[config.mk]
export PLATFORM = sky130hd
export DESIGN_NAME = reg_dump_streamer
export DESIGN_NICKNAME = d
export VERILOG_FILES = /design/src/rtl/reg_dump_pkg.sv /design/src/rtl/reg_dump_streamer.sv
export SDC_FILE = /design/constraint.sdc
export NUM_CORES = 1
export LEC_CHECK = 0
export ABC_AREA = 1
export BUFFER_PORTS_ARGS = -buffer_cell sky130_fd_sc_hd__buf_4
export CAP_MARGIN = 20
export CORE_UTILIZATION = 54
export DETAILED_ROUTE_END_ITERATION = 12
export PLACE_DENSITY = 0.83
export SLEW_MARGIN = 20
export SYNTH_ARGS = -nofsm -noshare
export SYNTH_HDL_FRONTEND = slang
export SYNTH_SLANG_ARGS = --single-unit
[constraint.sdc]
create_clock -name clk_i -period 2.9 [get_ports clk_i]
set_input_delay 0.29 -clock clk_i [delete_from_list [all_inputs] [get_ports clk_i]]
set_output_delay 0.29 -clock clk_i [all_outputs]
set_load 0.005 [all_outputs]
[src/rtl/reg_dump_pkg.sv]
// Shared types for the register-dump streamer: FSM states, the record layout
// carried on the output stream, and the default geometry of a dump.
package reg_dump_pkg;

  localparam int NUM_REGS_DEF = 4;
  localparam int ADDR_W_DEF   = 16;
  localparam int DATA_W_DEF   = 32;
  localparam int STRIDE_DEF   = 4;
  localparam int TIMEOUT_DEF  = 16;
  localparam int IDX_W_DEF    = $clog2(NUM_REGS_DEF + 1);

  typedef enum logic [1:0] {
    IDLE,
    RD_REQ,
    EMIT,
    DONE
  } dump_state_e;

  typedef struct packed {
    logic [IDX_W_DEF-1:0]  idx;
    logic [ADDR_W_DEF-1:0] addr;
    logic [DATA_W_DEF-1:0] data;
    logic                  err;
    logic                  last;
  } reg_rec_t;

  // Value reported in place of register contents when a read times out.
  localparam logic [DATA_W_DEF-1:0] ERR_DATA = '0;

endpackage

[src/rtl/reg_dump_streamer.sv]
// Walks NUM_REGS register addresses over a req/ack read port and streams one
// (idx, addr, data, err, last) record per register on a valid/ready output.
module reg_dump_streamer
  import reg_dump_pkg::*;
#(
  parameter int NUM_REGS = NUM_REGS_DEF,
  parameter int ADDR_W   = ADDR_W_DEF,
  parameter int DATA_W   = DATA_W_DEF,
  parameter int STRIDE   = STRIDE_DEF,
  parameter int TIMEOUT  = TIMEOUT_DEF
) (
  input  logic                          clk_i,
  input  logic                          rst_i,
  input  logic                          dump_start_i,
  input  logic [ADDR_W-1:0]             base_addr_i,
  output logic                          rd_req_o,
  output logic [ADDR_W-1:0]             rd_addr_o,
  input  logic                          rd_ack_i,
  input  logic [DATA_W-1:0]             rd_data_i,
  output logic                          rec_valid_o,
  input  logic                          rec_ready_i,
  output logic [$clog2(NUM_REGS+1)-1:0] rec_idx_o,
  output logic [ADDR_W-1:0]             rec_addr_o,
  output logic [DATA_W-1:0]             rec_data_o,
  output logic                          rec_err_o,
  output logic                          rec_last_o,
  output logic                          busy_o,
  output logic                          done_o,
  output logic [7:0]                    err_count_o
);

  localparam int IDX_W = $clog2(NUM_REGS + 1);
  localparam int TMO_W = $clog2(TIMEOUT + 1);
  localparam logic [IDX_W-1:0] LAST_IDX = IDX_W'(NUM_REGS - 1);
  localparam logic [TMO_W-1:0] TMO_LAST = TMO_W'(TIMEOUT - 1);

  dump_state_e      state;
  logic [IDX_W-1:0] idx;
  logic [TMO_W-1:0] tmo_cnt;

  // rd_addr_o advances by STRIDE per register, which equals base + idx*STRIDE
  // modulo 2^ADDR_W, so address wrap-around falls out naturally.
  always_ff @(posedge clk_i) begin
    if (rst_i) begin
      state       <= IDLE;
      idx         <= '0;
      tmo_cnt     <= '0;
      rd_req_o    <= 1'b0;
      rd_addr_o   <= '0;
      rec_valid_o <= 1'b0;
      rec_idx_o   <= '0;
      rec_addr_o  <= '0;
      rec_data_o  <= '0;
      rec_err_o   <= 1'b0;
      rec_last_o  <= 1'b0;
      busy_o      <= 1'b0;
      done_o      <= 1'b0;
      err_count_o <= '0;
    end else begin
      done_o <= 1'b0;
      unique case (state)
        IDLE: begin
          if (dump_start_i) begin
            state       <= RD_REQ;
            idx         <= '0;
            tmo_cnt     <= '0;
            rd_addr_o   <= base_addr_i;
            rd_req_o    <= 1'b1;
            busy_o      <= 1'b1;
            err_count_o <= '0;
          end
        end
        RD_REQ: begin
          // An ack in the expiry cycle wins over the timeout.
          if (rd_ack_i || (tmo_cnt == TMO_LAST)) begin
            state       <= EMIT;
            rd_req_o    <= 1'b0;
            rec_valid_o <= 1'b1;
            rec_idx_o   <= idx;
            rec_addr_o  <= rd_addr_o;
            rec_last_o  <= (idx == LAST_IDX);
            if (rd_ack_i) begin
              rec_data_o <= rd_data_i;
              rec_err_o  <= 1'b0;
            end else begin
              rec_data_o <= DATA_W'(ERR_DATA);
              rec_err_o  <= 1'b1;
              if (err_count_o != 8'hFF) begin
                err_count_o <= err_count_o + 8'd1;
              end
            end
          end else begin
            tmo_cnt <= tmo_cnt + TMO_W'(1);
          end
        end
        EMIT: begin
          if (rec_ready_i) begin
            rec_valid_o <= 1'b0;
            if (rec_last_o) begin
              state  <= DONE;
              busy_o <= 1'b0;
              done_o <= 1'b1;
            end else begin
              state     <= RD_REQ;
              idx       <= idx + IDX_W'(1);
              tmo_cnt   <= '0;
              rd_addr_o <= rd_addr_o + ADDR_W'(STRIDE);
              rd_req_o  <= 1'b1;
            end
          end
        end
        DONE: begin
          state <= IDLE;
        end
        default: begin
          state <= IDLE;
        end
      endcase
    end
  end

endmodule

## Word level (Yosys, flattened, before mapping)

Cells that the tools add are included.
Widths: inputs -> output; s select.

| word-level totals | value |
|---|---|
| memory bits (read-only) | 0 |
| latch bits | 0 |
| bits in registers | 91 |
| memory bits (writable) | 0 |
| logic and storage cells | 86 |
| output and inout bits | 81 |
| memories | 0 |

| cells by class | value |
|---|---|
| muxes and demuxes | 37 |
| divide/modulo/power cells | 0 |
| add/sub/neg operators | 4 |
| order comparisons | 0 |
| equality and inequality tests | 14 |
| multiply operators | 0 |
| bitwise gates (word level) | 2 |
| reductions and logical operators | 15 |
| shift operators | 0 |

Operators by type and width:

| kind | count |
|---|---|
| $mux 16 | 3 |
| $mux 32 | 1 |
| $mux 8 | 4 |
| $pmux 16 s2 | 1 |
| $mux 5 | 4 |
| $add 16x3->16 const B | 1 |
| $ne 2x2->1 const B | 8 |
| $pmux 8 s2 | 1 |
| $pmux 5 s3 | 1 |
| $reduce_and 5->1 | 3 |
| $mux 1 | 10 |
| $mux 3 | 3 |
| $add 8x1->8 const B | 1 |
| $mux 2 | 4 |
| $ne 8x8->1 const B | 1 |
| $pmux 2 s4 | 1 |
| $reduce_and 4->1 | 2 |
| $pmux 3 s2 | 1 |
| $reduce_and 3->1 | 2 |
| $reduce_bool 2->1 | 3 |
| $add 5x1->5 const B | 1 |
| $eq 5x4->1 const B | 1 |
| $eq 2x2->1 const B | 2 |
| $pmux 1 s2 | 2 |
| other kinds (10) | 11 |

## Longest topological paths before layout

| logic depth | value |
|---|---|
| depth in word-level cells | 5 |
| depth in mapped cells | 12 |
| gate-level depth less buffers | 12 |

## Worst setup path after synthesis

OpenSTA, ideal clock, no wires.

| timing | value |
|---|---|
| path kind | register -> register |
| start point | register tmo_cnt[0] |
| end point | register err_count_o[6] |
| arrival | 1606 ps |
| buffers on the path | 0 |
| cell stages (with the launch flop) | 12 |
| setup slack | 1179 ps |
| setup time | 116 ps |
| cell sequence | dfxtp_1 -> ha_1 -> inv_1 -> nor3_1 -> ha_1 -> inv_1 -> nand2_1 -> nor2_1 -> nor3_4 -> nand2_2 -> a21oi_1 -> nor2_1 |

| between the ends | value |
|---|---|
| cells in the longest elaborated chain, start to end | 4 |

RTL lines:

| what | RTL line | RTL |
|---|---|---|
| start: declaration | reg_dump_streamer.sv:39 | `logic [TMO_W-1:0] tmo_cnt;` |
| start signal: assignment | reg_dump_streamer.sv:93 | `tmo_cnt <= tmo_cnt + TMO_W'(1);` |
| $eq 5x4->1 | reg_dump_streamer.sv:75 | `if (rd_ack_i \|\| (tmo_cnt == TMO_LAST)) begin` |
| $logic_or 1x1->1 | reg_dump_streamer.sv:75 |  |
| $ne 2x2->1 (no source line) | -- |  |
| $reduce_and 5->1 (no source line) | -- |  |
| end signal: assignment | reg_dump_streamer.sv:89 | `err_count_o <= err_count_o + 8'd1;` |
| end: declaration | reg_dump_streamer.sv:29 | `output logic [7:0] err_count_o` |

No other way between the ends.
A chain may end at the register's enable or synchronous reset.

## Worst setup path after layout

| timing | value |
|---|---|
| start point | register tmo_cnt[0] |
| end point | register err_count_o[5] |

Same word-level chain as after synthesis.

==> impl_metrics.json <==
{
  "status": "finished, final reports clean",
  "sequentialPowerShare_pct": 51.5,
  "diodes": 0,
  "core_area_um2": 6944,
  "setup_tns_ns": 0,
  "rsz0062_at_grt": "no",
  "maxCapViolations": 0,
  "p_clk_share_pct": 30.2,
  "p_comb_share_pct": 18.2,
  "dieWidth_um": 87.92,
  "syn_inst": 555,
  "rows": 30,
  "synthDominantCellAreaShare_pct": 45.70,
  "finalPower_mw": 2.722,
  "final_cell_mix": "nand2_1 (145), buf_4 (136), dfxtp_1 (91), nor2_1 (80), a21oi_1 (64)",
  "final_hold_viol_count": 0,
  "drcViolationCount": 0,
  "p_per_area_nw_per_um2": 523.6,
  "drive_above_1_share_pct": 24.74,
  "clk_pin_slew_worst_paths_ns": 0.08,
  "cp-startpoint": "tmo_cnt[0]$_SDFFE_PP0P_",
  "endpoint_kind": "flop",
  "peakVddDrop_mv": 0.3028,
  "reg2reg_to": "err_count_o[5]$_SDFFE_PP0P_",
  "grt_overflow": 0,
  "crit_type": "flop to flop",
  "critPathMaxFanout": 8,
  "insertion_delay_ns": 0.35,
  "routedWlPerCell_um": 13.10,
  "grt_pass1_vias": 3913,
  "ant_nets": 0,
  "yosys_warnings": 0,
  "tightestPinTransition_ns": 0.7082,
  "max-slew-margin-rel_pct": 52.78,
  "skew_ns": 0.008605,
  "dr.pass1.iters": 4,
  "clock-root-buffer": "clkbuf_8",
  "syn_avg_cell_area_um2": 7.183,
  "r2r-start": "tmo_cnt[0]$_SDFFE_PP0P_",
  "grt_pass1_wl_um": 16760,
  "cts-resized-gates": 0,
  "synth_area_leaders": "dfxtp_1 (46%), nand2_1 (14%), a21oi_1 (8.0%)",
  "setup_viol": 0,
  "numClockSinks": 91,
  "initial_core_util_pct": 57.41,
  "syn-cell-area_um2": 3986,
  "layout_commonest_cell": "nand2_1",
  "hold_path_depth": 2,
  "intPower_mw": 1.964,
  "min_from": "rec_ready_i",
  "num_io_pins": 134,
  "clockBufferDepth": 2,
  "ys_ff_latch": 91,
  "syn_nets": 614,
  "dpl.hpwl_um": 7182,
  "fin_crit_sh_pct": 69.58,
  "fin_nets": 737,
  "cts-htree-levels": 3,
  "grt_use_total_pct": 27.36,
  "fillers": 571,
  "maxSlewViolCount": 0,
  "postCtsSetupBuffers": 0,
  "power_leakage_nw": 2.235,
  "postRouteWirelength_um": 10200,
  "cts_buffers": 9,
  "portBuffers": 133,
  "r2r_cells": 11,
  "p_sw_share_pct": 27.85,
  "switching_power_mw": 0.7580,
  "hold-path-endpoint": "rec_valid_o$_SDFFE_PP0P_",
  "synth_top_cell_by_area": "dfxtp_1",
  "antenna_found_initial": 0,
  "syn_to_final_growth_pct": 30.41,
  "vias": 4036,
  "critPathRequiredTime_ns": 3.15,
  "grt_max_degree": 67,
  "seq_area_um2": 1822,
  "postCtsHoldBufs": 0,
  "place.gp.congestion": 0.8384,
  "drtIter0Drc": 198,
  "ys_seq_area_share_pct": 45.70,
  "worstPathArrival_ns": 2.27,
  "hold_class": "input port to flop",
  "multi_input_area_um2": 1892,
  "fin_crit_ns": 2.018,
  "cp-start-kind": "flop",
  "cts_tree": "yes",
  "ys_types": 33,
  "fmax_ghz": 0.4956,
  "vias_per_cell": 5.181,
  "fp.dieH_um": 87.92,
  "die_area_um2": 7730,
  "rrSetupSlack_ns": 0.88
}
-- worst max-delay path by stage --
stage / slack (ns) / endpoint / cells past startpoint
finish: 0.88 / err_count_o[5]$_SDFFE_PP0P_ / 11
global route: 0.66 / err_count_o[0]$_SDFFE_PP0P_ / 11
CTS: 0.89 / err_count_o[5]$_SDFFE_PP0P_ / 11
detailed placement: 0.93 / err_count_o[5]$_SDFFE_PP0P_ / 11
global placement: 1.05 / err_count_o[6]$_SDFFE_PP0P_ / 11
floorplan: 1.18 / err_count_o[6]$_SDFFE_PP0P_ / 11
-- flip-flops by register name (all words and copies together), names as in the netlist --
signal / count
idx: 3
busy_o: 1
done_o: 1
tmo_cnt: 5
rec_valid_o: 1
rec_err_o: 1
rec_addr_o: 16
state: 2
rd_req_o: 1
rec_data_o: 32
rd_addr_o: 16
rec_idx_o: 3
rec_last_o: 1
err_count_o: 8
-- per-stage QoR --
stage               setup WS [ns]  util (%)  instances  hold slack (ns)  instance area (µm²)
floorplan                   1.179         -        555           0.3794                 3986
global placement            1.051     72.11        763           0.4481                 5007
detailed placement         0.9257     72.11        763           0.4542                 5007
CTS                        0.8881     74.86        779           0.1276                 5199
global route               0.6629     74.86        779           0.1509                 5199
finish                     0.8822     74.86        779           0.1350                 5199
-- Yosys cell counts, drive strengths merged --
cell,number
a211oi,12
a21oi,64
a31oi,1
buf,9
clkbuf,15
clkinv,1
dfxtp,91
ha,6
inv,39
nand2,149
nand3,27
nand3b,1
nand4,8
nor2,85
nor3,8
nor3b,1
o211ai,2
o21ai,32
or2,1
xnor2,2
xor2,1
-- cells by family after synthesis --
group                      synth area share [%]
and+or+nand+nor                           29.97
AOI/OAI and AO/OA                         14.94
adders and majority gates                 1.883
DFF                                       45.70
xor gates and xnor gates                 0.6593
buffers and inverters                     6.842
-- layer usage --
| layer | GRT usage, % | share of wire [%] | vias to the layer above |
|---|---|---|---|
| met5 | 0 | 0 | - |
| met4 | 10.88 | 1.5 | 0 |
| met3 | 6.786 | 7.4 | 14 |
| met2 | 47.50 | 48 | 136 |
| met1 | 32.35 | 43 | 1834 |
| li1 | - | - | 2052 |
-- critical path, stage by stage (launching register included) --
cell,delay [ns]
dfxtp_1,0.38
ha_1,0.18
inv_1,0.07
nor3_1,0.15
ha_1,0.17
inv_1,0.06
nand2_1,0.09
nor2_1,0.09
nor3_4,0.32
nand2_2,0.19
a21oi_1,0.15
nor2_1,0.06
-- power groups by stage --
stage / registers (mW) / clock network [mW] / logic, mW
floorplan: 1.42 / 0 / 0.274
global placement: 1.43 / 0 / 0.480
detailed placement: 1.43 / 0 / 0.495
CTS: 1.40 / 0.834 / 0.498
global route: 1.41 / 0.872 / 0.559
finish: 1.40 / 0.823 / 0.496
-- final cells by class --
type	instances	area share [%]
timing repair buffer	136	19.64
clock inverter	1	0.09627
sequential	91	35.04
inverter	40	2.936
clock buffer	15	3.586
multi-input combinational	400	36.39
tap	96	2.310
No activity file was read; power rests on OpenSTA's default activity.
